<file path="src/rtl/if_fetch_if.sv">
`default_nettype none
//============================================================================
// Module   : if_fetch_if
// Brief    : PC input, byte-wide memory port and IF/ID handoff of the fetch stage.
// Revision : 1.0
//============================================================================
interface if_fetch_if #(
    parameter int ADDR_W     = 32,
    parameter int INST_BYTES = 4
) ();
    logic [ADDR_W-1:0]       pc_i;
    logic                    branch_flush_i;
    logic                    stall_i;
    logic                    mem_busy_i;
    logic                    mem_req_o;
    logic [ADDR_W-1:0]       mem_addr_o;
    logic [7:0]              mem_rdata_i;
    logic                    mem_rvalid_i;
    logic [8*INST_BYTES-1:0] inst_o;
    logic [ADDR_W-1:0]       inst_pc_o;
    logic                    inst_valid_o;
    logic                    stallreq_o;

    // master is the fetch stage itself; slave is the surrounding pipeline/memory
    modport master (
        input  pc_i, branch_flush_i, stall_i, mem_busy_i, mem_rdata_i, mem_rvalid_i,
        output mem_req_o, mem_addr_o, inst_o, inst_pc_o, inst_valid_o, stallreq_o
    );

    modport slave (
        output pc_i, branch_flush_i, stall_i, mem_busy_i, mem_rdata_i, mem_rvalid_i,
        input  mem_req_o, mem_addr_o, inst_o, inst_pc_o, inst_valid_o, stallreq_o
    );
endinterface
`default_nettype wire

</file>
<file path="src/rtl/if_fetch.sv">
`default_nettype none
//============================================================================
// Module   : if_fetch
// Brief    : Byte-serial instruction fetch; assembles a little-endian word.
// Revision : 1.0
//============================================================================
module if_fetch #(
    parameter int ADDR_W     = 32,
    parameter int INST_BYTES = 4
) (
    input  wire        clk,
    input  wire        rst,
    if_fetch_if.master bus
);
    localparam int                 c_cnt_w  = $clog2(INST_BYTES + 1);
    localparam int                 c_inst_w = 8 * INST_BYTES;
    localparam logic [c_cnt_w-1:0] c_nbytes = c_cnt_w'(INST_BYTES);
    localparam logic [c_cnt_w-1:0] c_one    = c_cnt_w'(1);

    localparam logic [1:0] c_st_idle  = 2'd0;
    localparam logic [1:0] c_st_fetch = 2'd1;
    localparam logic [1:0] c_st_done  = 2'd2;

    logic [1:0]          r_state;
    logic [1:0]          w_state_nxt;
    logic [ADDR_W-1:0]   r_base;
    logic [c_cnt_w-1:0]  r_req_cnt;
    logic [c_cnt_w-1:0]  r_rcv_cnt;
    logic [c_inst_w-1:0] r_buf;
    logic [c_inst_w-1:0] w_buf_nxt;
    logic [c_inst_w-1:0] r_inst;
    logic [ADDR_W-1:0]   r_inst_pc;
    logic                r_inst_valid;

    logic w_in_fetch;
    logic w_issue;
    logic w_take;
    logic w_last;
    logic w_flush;
    logic w_consume;

    assign w_flush    = bus.branch_flush_i;
    assign w_in_fetch = (r_state == c_st_fetch);
    // Requests are suppressed during reset so the memory never sees a fetch we will discard.
    assign w_issue    = w_in_fetch && !rst && !bus.mem_busy_i && (r_req_cnt < c_nbytes);
    assign w_take     = w_in_fetch && bus.mem_rvalid_i;
    assign w_last     = w_take && (r_rcv_cnt == (c_nbytes - c_one));
    assign w_consume  = (r_state == c_st_done) && !bus.stall_i;

    genvar gi;
    generate
        for (gi = 0; gi < INST_BYTES; gi++) begin : g_byte_lane
            assign w_buf_nxt[8*gi +: 8] = (w_take && (r_rcv_cnt == c_cnt_w'(gi)))
                                          ? bus.mem_rdata_i : r_buf[8*gi +: 8];
        end
    endgenerate

    // State register
    always_ff @(posedge clk) begin
        if (rst) begin
            r_state <= c_st_idle;
        end else begin
            r_state <= w_state_nxt;
        end
    end

    // Next-state logic; a flush wins over completion and over a downstream stall
    always_comb begin
        w_state_nxt = r_state;
        case (r_state)
            c_st_idle: begin
                if (!w_flush) begin
                    w_state_nxt = c_st_fetch;
                end
            end
            c_st_fetch: begin
                if (w_flush) begin
                    w_state_nxt = c_st_idle;
                end else if (w_last) begin
                    w_state_nxt = c_st_done;
                end
            end
            c_st_done: begin
                if (w_flush || !bus.stall_i) begin
                    w_state_nxt = c_st_idle;
                end
            end
            default: begin
                w_state_nxt = c_st_idle;
            end
        endcase
    end

    // Output logic
    always_comb begin
        bus.mem_req_o  = w_issue;
        bus.mem_addr_o = '0;
        if (w_issue) begin
            bus.mem_addr_o = r_base + ADDR_W'(r_req_cnt);
        end
        bus.stallreq_o = (r_state != c_st_done);
    end

    assign bus.inst_o       = r_inst;
    assign bus.inst_pc_o    = r_inst_pc;
    assign bus.inst_valid_o = r_inst_valid;

    // Fetch datapath: base latch, counters, byte assembly and IF/ID output registers
    always_ff @(posedge clk) begin
        if (rst) begin
            r_base       <= '0;
            r_req_cnt    <= '0;
            r_rcv_cnt    <= '0;
            r_buf        <= '0;
            r_inst       <= '0;
            r_inst_pc    <= '0;
            r_inst_valid <= 1'b0;
        end else begin
            case (r_state)
                c_st_idle: begin
                    r_req_cnt <= '0;
                    r_rcv_cnt <= '0;
                    if (!w_flush) begin
                        r_base <= bus.pc_i;
                    end
                end
                c_st_fetch: begin
                    if (w_flush) begin
                        r_req_cnt <= '0;
                        r_rcv_cnt <= '0;
                    end else begin
                        if (w_issue) begin
                            r_req_cnt <= r_req_cnt + c_one;
                        end
                        if (w_take) begin
                            r_rcv_cnt <= r_rcv_cnt + c_one;
                        end
                        r_buf <= w_buf_nxt;
                        if (w_last) begin
                            r_inst       <= w_buf_nxt;
                            r_inst_pc    <= r_base;
                            r_inst_valid <= 1'b1;
                        end
                    end
                end
                c_st_done: begin
                    if (w_flush || w_consume) begin
                        r_inst_valid <= 1'b0;
                        r_req_cnt    <= '0;
                        r_rcv_cnt    <= '0;
                    end
                end
                default: begin
                    r_inst_valid <= 1'b0;
                end
            endcase
        end
    end
endmodule
`default_nettype wire
</file>
<file path="src/flat_wrapper.sv">
// flat-port wrapper written by rule: the top's interface ports become plain ports
module if_fetch_flat 
#(
    parameter int ADDR_W     = 32,
    parameter int INST_BYTES = 4
)
  (clk, rst, bus_pc_i, bus_branch_flush_i, bus_stall_i, bus_mem_busy_i, bus_mem_rdata_i, bus_mem_rvalid_i, bus_mem_req_o, bus_mem_addr_o, bus_inst_o, bus_inst_pc_o, bus_inst_valid_o, bus_stallreq_o);
  if_fetch_if #(.ADDR_W(ADDR_W), .INST_BYTES(INST_BYTES)) bus_i ();
  input  wire clk;
  input  wire rst;
  input wire logic [$bits(bus_i.pc_i)-1:0] bus_pc_i;
  input wire logic [$bits(bus_i.branch_flush_i)-1:0] bus_branch_flush_i;
  input wire logic [$bits(bus_i.stall_i)-1:0] bus_stall_i;
  input wire logic [$bits(bus_i.mem_busy_i)-1:0] bus_mem_busy_i;
  input wire logic [$bits(bus_i.mem_rdata_i)-1:0] bus_mem_rdata_i;
  input wire logic [$bits(bus_i.mem_rvalid_i)-1:0] bus_mem_rvalid_i;
  output wire logic [$bits(bus_i.mem_req_o)-1:0] bus_mem_req_o;
  output wire logic [$bits(bus_i.mem_addr_o)-1:0] bus_mem_addr_o;
  output wire logic [$bits(bus_i.inst_o)-1:0] bus_inst_o;
  output wire logic [$bits(bus_i.inst_pc_o)-1:0] bus_inst_pc_o;
  output wire logic [$bits(bus_i.inst_valid_o)-1:0] bus_inst_valid_o;
  output wire logic [$bits(bus_i.stallreq_o)-1:0] bus_stallreq_o;
  assign bus_i.pc_i = bus_pc_i;
  assign bus_i.branch_flush_i = bus_branch_flush_i;
  assign bus_i.stall_i = bus_stall_i;
  assign bus_i.mem_busy_i = bus_mem_busy_i;
  assign bus_i.mem_rdata_i = bus_mem_rdata_i;
  assign bus_i.mem_rvalid_i = bus_mem_rvalid_i;
  assign bus_mem_req_o = bus_i.mem_req_o;
  assign bus_mem_addr_o = bus_i.mem_addr_o;
  assign bus_inst_o = bus_i.inst_o;
  assign bus_inst_pc_o = bus_i.inst_pc_o;
  assign bus_inst_valid_o = bus_i.inst_valid_o;
  assign bus_stallreq_o = bus_i.stallreq_o;
  if_fetch #(.ADDR_W(ADDR_W), .INST_BYTES(INST_BYTES)) u_core (.clk(clk), .rst(rst), .bus(bus_i));
endmodule
</file>
<file path="config.mk">
export PLATFORM = sky130hd
export DESIGN_NAME = if_fetch_flat
export DESIGN_NICKNAME = d
export VERILOG_FILES = /design/src/rtl/if_fetch_if.sv /design/src/rtl/if_fetch.sv /design/src/flat_wrapper.sv
export SDC_FILE = /design/constraint.sdc
export NUM_CORES = 1
export LEC_CHECK = 0
export CORE_MARGIN = 2
export CORE_UTILIZATION = 50
export DETAILED_ROUTE_END_ITERATION = 6
export PLACE_DENSITY_LB_ADDON = 0.05
export SLEW_MARGIN = 5
export SYNTH_ARGS = -nofsm -noshare
export SYNTH_HDL_FRONTEND = slang
export SYNTH_SLANG_ARGS = --single-unit
</file>
<file path="constraint.sdc">
create_clock -name clk -period 2.9 [get_ports clk]
set_input_delay 0.58 -clock clk [delete_from_list [all_inputs] [get_ports clk]]
set_output_delay 0.58 -clock clk [all_outputs]
set_load 0.005 [all_outputs]
</file>
Yosys cells after proc, flatten, opt, wreduce, memory -nomap -nowiden

Cells that the tools add are included.

Bits in registers: 137
Input port bits: 46
Logic and storage cells: 73

Add/sub/neg operators: 3
Magnitude comparators: 1
Equal/unequal tests: 14
Multiplexer cells: 21
Bitwise logic cells: 2
Reductions and logical operators: 24

Operators by type and width:

| operator                                                              | number |
|---|---|
| 32-bit by 3-bit adder with 32-bit output                              | 1 |
| 32-bit 2-to-1 mux                                                     | 1 |
| 8-bit 2-to-1 mux                                                      | 4 |
| 3-bit case mux with 3 select lines                                    | 2 |
| 3-bit 2-to-1 mux                                                      | 5 |
| 2-bit != test, second input constant                                  | 6 |
| 3-bit AND reduction                                                   | 4 |
| 1-bit logical AND                                                     | 9 |
| 3-bit != test, second input constant                                  | 3 |
| 2-bit 2-to-1 mux                                                      | 4 |
| 3-bit by 1-bit adder with 3-bit output, second input constant         | 2 |
| 3-bit by 2-bit equality test with 1-bit output, second input constant | 2 |
| 2-bit case mux with 3 select lines                                    | 1 |
| 2-bit AND reduction                                                   | 2 |
| 4-bit AND reduction                                                   | 1 |
| 3-bit by 1-bit equality test with 1-bit output, second input constant | 1 |
| 1-bit zero test                                                       | 3 |
| 3-bit zero test                                                       | 1 |
| 3-bit < comparator, second input constant                             | 1 |
| 1-bit 2-to-1 mux                                                      | 3 |
| 1-bit case mux with 3 select lines                                    | 1 |
| 3-bit nonzero test                                                    | 1 |
| 2-bit by 1-bit equality test with 1-bit output, second input constant | 1 |
| 2-bit equality test, second input constant                            | 1 |
| other kinds (3)                                                       | 5 |

Logic depth before layout (Yosys ltp)

Word-level depth: 7
Depth in mapped cells: 8

Worst setup path before layout

No wires, ideal clock.

Path type: reg2out
From: reg u_core.r_req_cnt[0]
To: out bus_mem_addr_o[20]
Arrival: 2.113 ns
Required time: 2.320 ns
Setup slack: 0.207 ns
Cell stages (with the launch flop): 8
Cell sequence: dfxtp_1 -> ha_1 -> inv_1 -> fa_1 -> and2b_1 -> o2111ai_4 -> or4_1 -> a21oi_1

Longest elaborated chain between the ends: 3
Elaborated cells on any way between the ends: 4

RTL lines:

| what                                                                             | line               | source |
|---|---|---|
| from (decl)                                                                      | if_fetch.sv:27     | `logic [c_cnt_w-1:0] r_req_cnt;` |
| from (signal assigned)                                                           | if_fetch.sv:133    | `r_req_cnt <= r_req_cnt + c_one;` |
| branches (longest 2 deep; another with 32-bit by 3-bit adder with 32-bit output) | n/a                |  |
| 32-bit 2-to-1 mux (*)                                                            | if_fetch.sv:98     | `if (w_issue) begin` |
| to (decl)                                                                        | flat_wrapper.sv:18 | `output wire logic [$bits(bus_i.mem_addr_o)-1:0] bus_mem_addr_o;` |

Every way passes the cells marked *.

Worst setup path in the final report

From: reg u_core.r_req_cnt[0]
To: out bus_mem_addr_o[28]

Same word-level chain as after synthesis.

==> key figures <==
Critical path
  • Worst flop-to-flop path endpoint: u_core.bus.inst_o[14]$_SDFFE_PP0P_
  • Register-to-register path setup slack: 1040 ps
  • Data required, critical path: 2320 ps
  • Critical path peak fanout: 3
  • RR Startpoint: u_core.r_state[0]$_SDFFE_PP0P_
  • Worst setup path class: reg -> out
  • Critical Path Source Type: flip-flop
  • Worst Setup End Kind: output port
  • Arrival time reported for the critical path endpoint: 2710 ps
  • Launching instance or port of the critical path: u_core.r_req_cnt[0]$_SDFFE_PP0P_
  • R2R depth: 5

Finish
  • Count of placed standard cells in the final layout, fillers left out: 1093
  • Post-Route Utilization: 76.10%
  • Layout cells sized above 1: 21.58%
  • Final instance area: 0.008763 mm²
  • Area growth, synth to finish: 47.76%
  • Final #Nets: 994
  • Most frequent cells in the layout: sky130_fd_sc_hd__nand2_1 (189), sky130_fd_sc_hd__dfxtp_1 (122), sky130_fd_sc_hd__clkdlybuf4s50_1 (110), sky130_fd_sc_hd__a21oi_1 (81), sky130_fd_sc_hd__buf_4 (63)
  • Most frequent standard cell in the layout excluding fill and tap cells: sky130_fd_sc_hd__nand2_1
  • Antenna diode count: 0
  • Total of fill cells in the finished design: 867

Clock network
  • TritonCTS Buffers: 17
  • TritonCTS clock tree: done
  • CTS HTree Levels: 4
  • Cts-stage hold buffer count: 0
  • Clock-pin transition on the worst setup and hold timing paths: 60 ps
  • Master cell of the clock root buffer: sky130_fd_sc_hd__clkbuf_16
  • Insertion delay to the later sink of the worst-skew pair: 410 ps
  • Clock tree buffer depth: 2
  • Clock sink count: 129

Place
  • Placement Setup Slack: -393.0 ps
  • Placement Cell Area: 0.007755 mm²
  • HPWL Detailed: 12.15 mm
  • IO Port Bufs: 144
  • Cell count after placement: 1041
  • Global placer's final weighted congestion: 0.9108

Power
  • VDD IR max: 0.4139 mV
  • Standby leakage power: 0.003299 µW
  • Power per standard cell area: 484.5 mW/mm²

Die
  • Total core area: 0.01152 mm²
  • Number of standard-cell rows in the floorplan: 39
  • DIE AREA: 0.01275 mm²
  • Top-level port count: 145
  • Starting Density: 51.50%
  • Die width: 112.9 µm
  • Die Ht: 112.9 µm

Global routing
  • Global-route wire length before repair: 29.71 mm
  • Met1 track utilization from global routing: 36.32%
  • Met3 GRT Util: 4.874%
  • Antenna violations before repair: 1
  • Fraction of met2 tracks used by global routing: 50.00%
  • Most Crowded Layer GR: met2
  • Total routing resource utilization after global routing: 28.94%
  • Overflow after GRT: 0
  • Largest net degree at the start of global routing: 105
  • Vias in the first global route: 5900

Detailed routing
  • Count of unresolved DRC violations after routing: 9
  • Number of vias per cell: 5.698
  • Via count: 6228
  • Detail-routed net length per standard cell: 17.41 µm
  • Initial DRC Count: 603
  • Final wirelength: 19.03 mm
  • Number of nets with antenna violations after detailed routing: 0
  • First-pass iteration count of the detailed router: 7

Yosys
  • Main synth FF type: sky130_fd_sc_hd__dfxtp_1
  • Synthesized netlist net count: 804
  • Count of distinct cell types in the synthesized netlist: 52
  • Register area share after synthesis: 43.54%
  • Cell area after synthesis: 0.005931 mm²
  • Mean area per synthesized cell: 7.929 µm²
  • Fraction of registers with async set/reset: 0%
  • Number of flip-flops and latches in the synthesized netlist: 129
  • Count of mapped cells out of synthesis: 748
  • Number of enable flip-flop cells after synthesis: 0
  • Synth Warn #: 0

Worst hold path
  • End of the worst hold path: u_core.bus.inst_pc_o[5]$_SDFFE_PP0P_
  • Cell count of the worst hold path: 2
  • Worst Hold Class: reg -> reg
  • Hold_sp: u_core.bus.inst_pc_o[5]$_SDFFE_PP0P_

Timing
  • Clk_skew: 6.231 ps
  • Shortest period the worst path allows: 3290 ps
  • Setup ws final: -390.5 ps
  • Count of final setup violators: 17
  • Transition time at the pin with the least slew margin: 1064 ps
  • Unrepaired setup endpoints after global routing: true
  • Achievable clock frequency: 303.9 MHz
  • Total count of max-transition violations in the final report: 0
  • Slew margin rel.: 29.08%
  • Count of endpoints failing hold in the final timing report: 0
  • Post-route clock period utilization: 113.5%

Job
  • Max cap viols: 0

Outcome
  • Run status: finished with violations
  • Violations in the final reports: DRC, setup timing
## synth_stat cells, types with 11 or more instances
cell | count | area share [%]
sky130_fd_sc_hd__buf_2 | 11 | 0.93
sky130_fd_sc_hd__a311oi_1 | 24 | 3.5
sky130_fd_sc_hd__clkbuf_1 | 32 | 2.0
sky130_fd_sc_hd__inv_1 | 11 | 0.70
sky130_fd_sc_hd__nand3_1 | 37 | 3.1
sky130_fd_sc_hd__mux2i_1 | 29 | 4.9
sky130_fd_sc_hd__dfxtp_1 | 129 | 44
sky130_fd_sc_hd__nand2_1 | 191 | 12
sky130_fd_sc_hd__nor2_1 | 60 | 3.8
sky130_fd_sc_hd__a21oi_1 | 95 | 8.0
## how the worst max path moves through the flow
stage	slack [ps]	cells past startpoint	endpoint
floorplan	210	7	bus_mem_addr_o[20]
global placement	-330	8	bus_mem_addr_o[26]
detailed placement	-390	8	bus_mem_addr_o[26]
CTS	-380	9	bus_mem_addr_o[24]
global route	-440	9	bus_mem_addr_o[28]
finish	-390	9	bus_mem_addr_o[28]
## flip-flops by register name, indices dropped and copies added, names as in the netlist
signal                   flops
u_core.bus.inst_o           32
u_core.bus.inst_pc_o        32
u_core.r_base               32
u_core.r_buf                24
u_core.r_rcv_cnt             3
u_core.r_req_cnt             3
u_core.r_state               2
u_core.bus.inst_valid_o      1
## layer usage
| layer | routed length, µm | vias to the layer above |
|---|---|---|
| met5 | 13 | - |
| met4 | 364 | 2 |
| met3 | 1313 | 36 |
| met2 | 9557 | 241 |
| met1 | 7778 | 2970 |
| li1 | - | 2979 |
## critical path, stage by stage (launching register included)
cell	delay (ps)
sky130_fd_sc_hd__dfxtp_2	360
sky130_fd_sc_hd__ha_4	150
sky130_fd_sc_hd__inv_2	40
sky130_fd_sc_hd__fa_2	340
sky130_fd_sc_hd__and2b_2	290
sky130_fd_sc_hd__o2111ai_4	170
sky130_fd_sc_hd__buf_6	180
sky130_fd_sc_hd__or4_4	480
sky130_fd_sc_hd__a21oi_2	160
sky130_fd_sc_hd__buf_2	140
## final cells by class
cell class / instances / area (µm²) / area share (%)
tap: 143 / 178.9 / 2.042
multi-input combinational: 557 / 3392 / 38.71
clock inverter: 9 / 107.6 / 1.228
clock buffer: 22 / 474.2 / 5.411
timing repair buffer: 221 / 1964 / 22.42
inverter: 12 / 50.05 / 0.5711
sequential: 129 / 2596 / 29.63
## power breakdown
group / switching, µW / leakage [µW] / total, µW / internal [µW]
Clock: 766 / 0.000270 / 2090 / 1320
Sequential: 33.9 / 0.00105 / 1840 / 1800
Combinational: 180 / 0.00198 / 319 / 140
## what timing repair did
| action | CTS | global route |
|---|---|---|
| setup endpoints to repair | 33 | 26 |
| resized for setup | 125 | 69 |
| pin swaps | 29 | 28 |
| cloned | 1 | 0 |
| setup buffers | 15 | 10 |
## cells by family (layout without fill, tap and decap cells)
family	Yosys count	count (layout)	synth area share, %
simple gates	356	356	27.19
compound gates	153	154	15.99
flops	129	129	43.54
buf+inv	63	264	4.958
mux	29	29	4.895
fa+ha+maj	10	10	2.236
xor+xnor	8	8	1.181
## per-stage QoR
step           hold slack (ps)  setup TNS (ps)  power (µW)
2_1_floorplan            448.8               0        1997
3_3_place_gp             443.1           -7671        2157
3_5_place_dp             449.1           -8681        2160
4_1_cts                  456.6           -3119        4247
5_1_grt                  473.8           -4752        4360
6_report                 453.3           -3423        4246
(Power assumes the default switching activity.)
